$ cat config.mk
export PLATFORM = sky130hd
export DESIGN_NAME = paddle_bbox_tracker
export DESIGN_NICKNAME = d
export VERILOG_FILES = /design/src/rtl/paddle_pkg.sv /design/src/rtl/bbox_accumulator.sv /design/src/rtl/paddle_bbox_tracker.sv
export SDC_FILE = /design/constraint.sdc
export NUM_CORES = 1
export LEC_CHECK = 0
export CAP_MARGIN = 20
export CORE_ASPECT_RATIO = 1.2
export CORE_MARGIN = 4
export CORE_UTILIZATION = 40
export DETAILED_ROUTE_END_ITERATION = 8
export PLACE_DENSITY = 0.54
export SYNTH_ARGS = -nofsm -noshare
export SYNTH_HDL_FRONTEND = slang
export SYNTH_HIERARCHICAL = 1
export SYNTH_SLANG_ARGS = --single-unit
$ cat constraint.sdc
create_clock -name clk -period 3.63 [get_ports clk]
set_input_delay 0.5445 -clock clk [delete_from_list [all_inputs] [get_ports clk]]
set_output_delay 0.5445 -clock clk [all_outputs]
set_load 0.01 [all_outputs]
$ cat src/rtl/paddle_pkg.sv
// Shared types and default geometry for the paddle tracking path.
package paddle_pkg;

    localparam int DEFAULT_WIDTH      = 640;
    localparam int DEFAULT_HEIGHT     = 480;
    localparam int DEFAULT_MIN_PIXELS = 64;
    localparam int COORD_W            = 13;
    localparam int COUNT_W            = 19;

    typedef logic [COORD_W-1:0] coord_t;
    typedef logic [COUNT_W-1:0] count_t;

    typedef enum logic [1:0] {
        SYNC   = 2'd0,
        ACCUM  = 2'd1,
        REPORT = 2'd2
    } state_t;

endpackage

$ cat src/rtl/bbox_accumulator.sv
// Per-target bounding box and saturating pixel counter for one frame.
module bbox_accumulator
    import paddle_pkg::*;
#(
    parameter int COORD_WIDTH = COORD_W,
    parameter int COUNT_WIDTH = COUNT_W
) (
    input  logic                   clk,
    input  logic                   reset_n,
    input  logic                   clear,
    input  logic                   enable,
    input  logic                   mask,
    input  logic [COORD_WIDTH-1:0] row,
    input  logic [COORD_WIDTH-1:0] col,
    output logic [COORD_WIDTH-1:0] xmin,
    output logic [COORD_WIDTH-1:0] xmax,
    output logic [COORD_WIDTH-1:0] ymin,
    output logic [COORD_WIDTH-1:0] ymax,
    output logic [COUNT_WIDTH-1:0] count
);

    logic empty;
    logic hit;

    function automatic logic [COUNT_WIDTH-1:0] sat_inc(input logic [COUNT_WIDTH-1:0] v);
        return (&v) ? v : v + COUNT_WIDTH'(1);
    endfunction

    assign hit = enable & mask;

    // clear together with enable means the clearing beat is also the first pixel
    always_ff @(posedge clk or negedge reset_n) begin
        if (!reset_n) begin
            xmin  <= '0;
            xmax  <= '0;
            ymin  <= '0;
            ymax  <= '0;
            count <= '0;
            empty <= 1'b1;
        end else if (clear) begin
            if (hit) begin
                xmin  <= col;
                xmax  <= col;
                ymin  <= row;
                ymax  <= row;
                count <= COUNT_WIDTH'(1);
                empty <= 1'b0;
            end else begin
                xmin  <= '0;
                xmax  <= '0;
                ymin  <= '0;
                ymax  <= '0;
                count <= '0;
                empty <= 1'b1;
            end
        end else if (hit) begin
            if (empty) begin
                xmin <= col;
                xmax <= col;
                ymin <= row;
                ymax <= row;
            end else begin
                if (col < xmin) xmin <= col;
                if (col > xmax) xmax <= col;
                if (row < ymin) ymin <= row;
                if (row > ymax) ymax <= row;
            end
            count <= sat_inc(count);
            empty <= 1'b0;
        end
    end

endmodule

$ cat src/rtl/paddle_bbox_tracker.sv
// Frame-synchronised two-target bounding-box tracker publishing centroid,
// count and found flag once per completed frame.
module paddle_bbox_tracker
    import paddle_pkg::*;
#(
    parameter int WIDTH       = DEFAULT_WIDTH,
    parameter int HEIGHT      = DEFAULT_HEIGHT,
    parameter int COORD_WIDTH = COORD_W,
    parameter int COUNT_WIDTH = COUNT_W,
    parameter int MIN_PIXELS  = DEFAULT_MIN_PIXELS
) (
    input  logic                   clk,
    input  logic                   reset_n,
    input  logic                   in_valid,
    input  logic [COORD_WIDTH-1:0] row,
    input  logic [COORD_WIDTH-1:0] col,
    input  logic                   mask1,
    input  logic                   mask2,
    output logic                   out_valid,
    output logic                   found1,
    output logic                   found2,
    output logic [COORD_WIDTH-1:0] cx1,
    output logic [COORD_WIDTH-1:0] cx2,
    output logic [COORD_WIDTH-1:0] cy1,
    output logic [COORD_WIDTH-1:0] cy2,
    output logic [COUNT_WIDTH-1:0] count1,
    output logic [COUNT_WIDTH-1:0] count2
);

    localparam logic [COORD_WIDTH-1:0] LAST_ROW = COORD_WIDTH'(HEIGHT - 1);
    localparam logic [COORD_WIDTH-1:0] LAST_COL = COORD_WIDTH'(WIDTH - 1);
    localparam logic [COORD_WIDTH-1:0] ROW_LIM  = COORD_WIDTH'(HEIGHT);
    localparam logic [COORD_WIDTH-1:0] COL_LIM  = COORD_WIDTH'(WIDTH);
    localparam logic [COUNT_WIDTH-1:0] MIN_CNT  = COUNT_WIDTH'(MIN_PIXELS);

    state_t state;

    logic in_range;
    logic is_start;
    logic is_end;
    logic acc_clear;
    logic acc_en;

    logic [COORD_WIDTH-1:0] xmin1, xmax1, ymin1, ymax1;
    logic [COORD_WIDTH-1:0] xmin2, xmax2, ymin2, ymax2;
    logic [COUNT_WIDTH-1:0] acc_count1, acc_count2;
    logic                   hit1, hit2;

    // Sum at one extra bit so the midpoint never wraps.
    function automatic logic [COORD_WIDTH-1:0] midpoint(input logic [COORD_WIDTH-1:0] a,
                                                        input logic [COORD_WIDTH-1:0] b);
        logic [COORD_WIDTH:0] s;
        s = {1'b0, a} + {1'b0, b};
        return s[COORD_WIDTH:1];
    endfunction

    assign in_range = (row < ROW_LIM) && (col < COL_LIM);
    assign is_start = in_valid && (row == '0) && (col == '0);
    assign is_end   = in_valid && (row == LAST_ROW) && (col == LAST_COL);
    assign hit1     = acc_count1 >= MIN_CNT;
    assign hit2     = acc_count2 >= MIN_CNT;

    always_comb begin
        acc_clear = 1'b0;
        acc_en    = 1'b0;
        case (state)
            SYNC: begin
                if (is_start) begin
                    acc_clear = 1'b1;
                    acc_en    = 1'b1;
                end
            end
            ACCUM: begin
                if (is_start) begin
                    acc_clear = 1'b1;
                    acc_en    = 1'b1;
                end else if (in_valid && in_range) begin
                    acc_en = 1'b1;
                end
            end
            default: begin
            end
        endcase
    end

    bbox_accumulator #(
        .COORD_WIDTH(COORD_WIDTH),
        .COUNT_WIDTH(COUNT_WIDTH)
    ) u_acc1 (
        .clk    (clk),
        .reset_n(reset_n),
        .clear  (acc_clear),
        .enable (acc_en),
        .mask   (mask1),
        .row    (row),
        .col    (col),
        .xmin   (xmin1),
        .xmax   (xmax1),
        .ymin   (ymin1),
        .ymax   (ymax1),
        .count  (acc_count1)
    );

    bbox_accumulator #(
        .COORD_WIDTH(COORD_WIDTH),
        .COUNT_WIDTH(COUNT_WIDTH)
    ) u_acc2 (
        .clk    (clk),
        .reset_n(reset_n),
        .clear  (acc_clear),
        .enable (acc_en),
        .mask   (mask2),
        .row    (row),
        .col    (col),
        .xmin   (xmin2),
        .xmax   (xmax2),
        .ymin   (ymin2),
        .ymax   (ymax2),
        .count  (acc_count2)
    );

    // REPORT samples the accumulators after the frame-end beat has landed in them.
    always_ff @(posedge clk or negedge reset_n) begin
        if (!reset_n) begin
            state     <= SYNC;
            out_valid <= 1'b0;
            found1    <= 1'b0;
            found2    <= 1'b0;
            cx1       <= '0;
            cx2       <= '0;
            cy1       <= '0;
            cy2       <= '0;
            count1    <= '0;
            count2    <= '0;
        end else begin
            out_valid <= 1'b0;
            case (state)
                SYNC: begin
                    if (is_start) state <= is_end ? REPORT : ACCUM;
                end
                ACCUM: begin
                    if (is_end) state <= REPORT;
                end
                REPORT: begin
                    state     <= SYNC;
                    out_valid <= 1'b1;
                    found1    <= hit1;
                    found2    <= hit2;
                    count1    <= acc_count1;
                    count2    <= acc_count2;
                    if (hit1) begin
                        cx1 <= midpoint(xmin1, xmax1);
                        cy1 <= midpoint(ymin1, ymax1);
                    end
                    if (hit2) begin
                        cx2 <= midpoint(xmin2, xmax2);
                        cy2 <= midpoint(ymin2, ymax2);
                    end
                end
                default: state <= SYNC;
            endcase
        end
    end

endmodule

==> impl_results.md <==
- Die height: 223.9 um
- Clock buffer count from CTS: 29
- Initial core utilization: 0.4081
- Largest cells by area after synthesis: dfrtp_1, ha_1, mux2_2
- Vias per cell: 5.685
- # fillers: 3,544
- DP Cell Count: 2,243
- Worst slew pin tran: 0.8021 ns
- Total core area: 38,060 um^2
- Vias in the first global route: 13,133
- IO buf count: 123
- Maximum vdd drop: 0.0002723 V
- Post-DP HPWL: 33,020 um
- Synth Net Count: 1,784
- Root Buffer: clkbuf_16
- Die Wd: 187.9 um
- Setup-failing EPs final: 0
- N_diodes: 0
- Post-CTS sizing: 0
- Routed Antenna Nets: 0
- WP data required: 4.08 ns
- First-pass GRT wire length: 71,340 um
- Seq pwr share: 0.436
- Drt total wl: 44,200 um
- Top cells by count, synth: dfrtp_1, ha_1, nand2_1
- I/O pins: 124
- Initial antenna violation count: 0
- Critical path type: in2reg
- Nets: 1,979
- RSZ-0062 raised after global routing: false
- CP peak stage delay: 0.50 ns
- Period utilization: 0.9218
- Worst-skew pair later-pin latency: 0.56 ns
- CTS tree: built
- Cts hold-fix bufs: 0
- Ys Warns: 6
- Gate power share: 0.051
- Leak Pwr: 8.931 nW
- Worst path arrival time: 3.79 ns
- Area Growth Syn to Fin: 22.55%
- Share of cells above drive strength 1: 0.1390
- Net Switching: 1.398 mW
- Nature of the critical path startpoint: primary input
- Cell Chain, Critical Path: clkdlybuf4s50_1, nor4_2, buf_4, nand4_1, or4_1, nor2_4, a31o_2, a21oi_1, nor2_1, o311ai_4, nor4_1, mux2_1
- Post-synth top area share: 0.3819
- Hold Path Class: in2async
- Vias post-DR: 13,035
- Finished Core Util: 0.5001
- Cell with the most instances after synthesis: dfrtp_1
- Max Buffers Root-to-Sink: 3
- Total GRT Usage: 0.2067
- Setup crit end kind: flop
- Fin crit period: 3.346 ns
- Buf/Inv on CP: 2
- Max-slew headroom: 0.4577
- Cell Int Power: 4.717 mW
- FP Rows: 78
- CP top delay family: simple AND/OR/NAND/NOR gates
- Top cell type by total area after synthesis: dfrtp_1
- Final Slew Violations: 0
- PD cells: 321.3 nW/um^2
- DRC errors left: 0
- Final hold violations: 0
- # Max-Cap Violations: 0
- Synth cell types: 80
- Sw Ratio: 0.2286
- Main synth FF type: dfrtp_1
- Maximum clock rate: 298.8 MHz
- Wire per inst: 19.27 um
- Asr flop ratio synth: 1.000
- #FFs+latches synth: 239
- Routability cong.: 0.8561
- CP max FO: 6
- Status: finished, final reports clean
- Gate Count Post-Synth: 1,599
- Pre-antenna DRT Iters: 5
- Post-synth EDFFs: 0
- Clock share of power: 0.513
- Largest net degree at the start of global routing: 81
- Average size of a mapped cell: 9.713 um^2
- Clock slew seen by the registers of the worst setup and hold paths: 0.06 ns
- Clk_skew: 0.01073 ns
- H-tree depth: 1
- Global route total overflow: 0
- Cell Area, Synth: 15,530 um^2
- Register area share after synthesis: 0.3852
- Worst path slowest cell: clkdlybuf4s50_1
- Die ar.: 42,060 um^2
- Post-CTS Setup Inserts: 0
- DR iter-0 viols: 715
- Clock Sink Count: 239
- Final non-filler cell total: 2,293
## placed cells by master (no fill, tap or decap), types with 12 or more instances in the layout
cell             instances
nand2_1                128
xor2_1                  17
o21ai_0                 64
nor3_1                  15
ha_1                   150
a21o_1                  34
inv_1                  122
a32oi_1                 26
buf_4                   95
nor4_1                  16
clkdlybuf4s50_1        122
or4_1                   12
mux2i_1                 26
clkbuf_16               29
a211oi_1                34
nand2b_1                30
o21a_1                  16
a21oi_1                 85
nand3_1                 68
xnor2_1                 15
nor2b_1                 22
dfrtp_1                237
o211ai_1                27
mux2_2                  50
nor2_1                  69
nand4_1                 24
a22o_1                  52
## stage by stage
stage                     area [um^2]  total power [mW]  hold WS, ns  worst slack [ns]  TNS [ns]
after floorplan                 15530             2.806       0.2489            0.6659         0
after global placement          17990             3.025       0.4624           -0.3515    -28.03
after detailed placement        18010             3.030       0.4689           -0.4061    -29.68
after CTS                       19030             6.210     0.002503            0.1844         0
after global routing            19030             6.340      0.05521            0.1230         0
final                           19030             6.116     0.005222            0.2837         0
## final timing paths
kind	to	from	depth (start not counted)	slack (ns)
setup / recovery	u_acc2/count[13]	row[1]	12	0.28
hold / removal	u_acc1/ymin[4]	reset_n	1	0.005
setup reg to reg	u_acc2/count[13]	state[1]	10	0.71
hold reg to reg	cx1[6]	cx1[6]	2	0.47
max in group asynchronous	cx1[0]	reset_n	2	2.76
min in group clk	cx1[6]	cx1[6]	2	0.47
## power groups by stage
stage          combinational [mW]  sequential [mW]  clock, mW
2_1_floorplan              0.0926             2.71          0
3_3_place_gp                0.312             2.71          0
3_5_place_dp                0.317             2.71          0
4_1_cts                     0.319             2.66       3.23
5_1_grt                     0.355             2.66       3.32
6_report                    0.312             2.66       3.14
## state kept, by name, indices dropped and copies added (netlist names), 19 cells and up
register / count
count1: 19
u_acc1/count: 19
count2: 19
u_acc2/count: 19
## metal layers
metal	up-vias	GRT usage	routed length [um]
met2	295	0.3474	20670
met3	71	0.03850	2421
li1	6332	-	-
met5	-	0	0
met1	6337	0.2703	19650
met4	0	0.06916	1462
## cell type report
class	instances	area (um^2)	share of cell area
clock inverter	16	242.7	0.01275
clock buffer	34	774.5	0.04069
timing repair buffer	229	2170	0.1140
tap	480	600.6	0.03155
sequential	239	5983	0.3144
multi-input combinational	1172	8801	0.4624
inverter	123	461.7	0.02426
## kinds of logic (layout without fill, tap and decap cells)
group / count (synthesis) / in the layout / share of synthesized area
AND/OR/NAND/NOR: 465 / 465 / 0.1589
AO/OA/AOI/OAI: 443 / 443 / 0.2083
flip-flops: 239 / 239 / 0.3852
buffers and inverters: 188 / 402 / 0.04914
adder cells (fa/ha/maj): 154 / 154 / 0.1260
multiplexers: 78 / 78 / 0.05446
XOR/XNOR: 32 / 32 / 0.01805
Power figures use the tool's default switching activity.
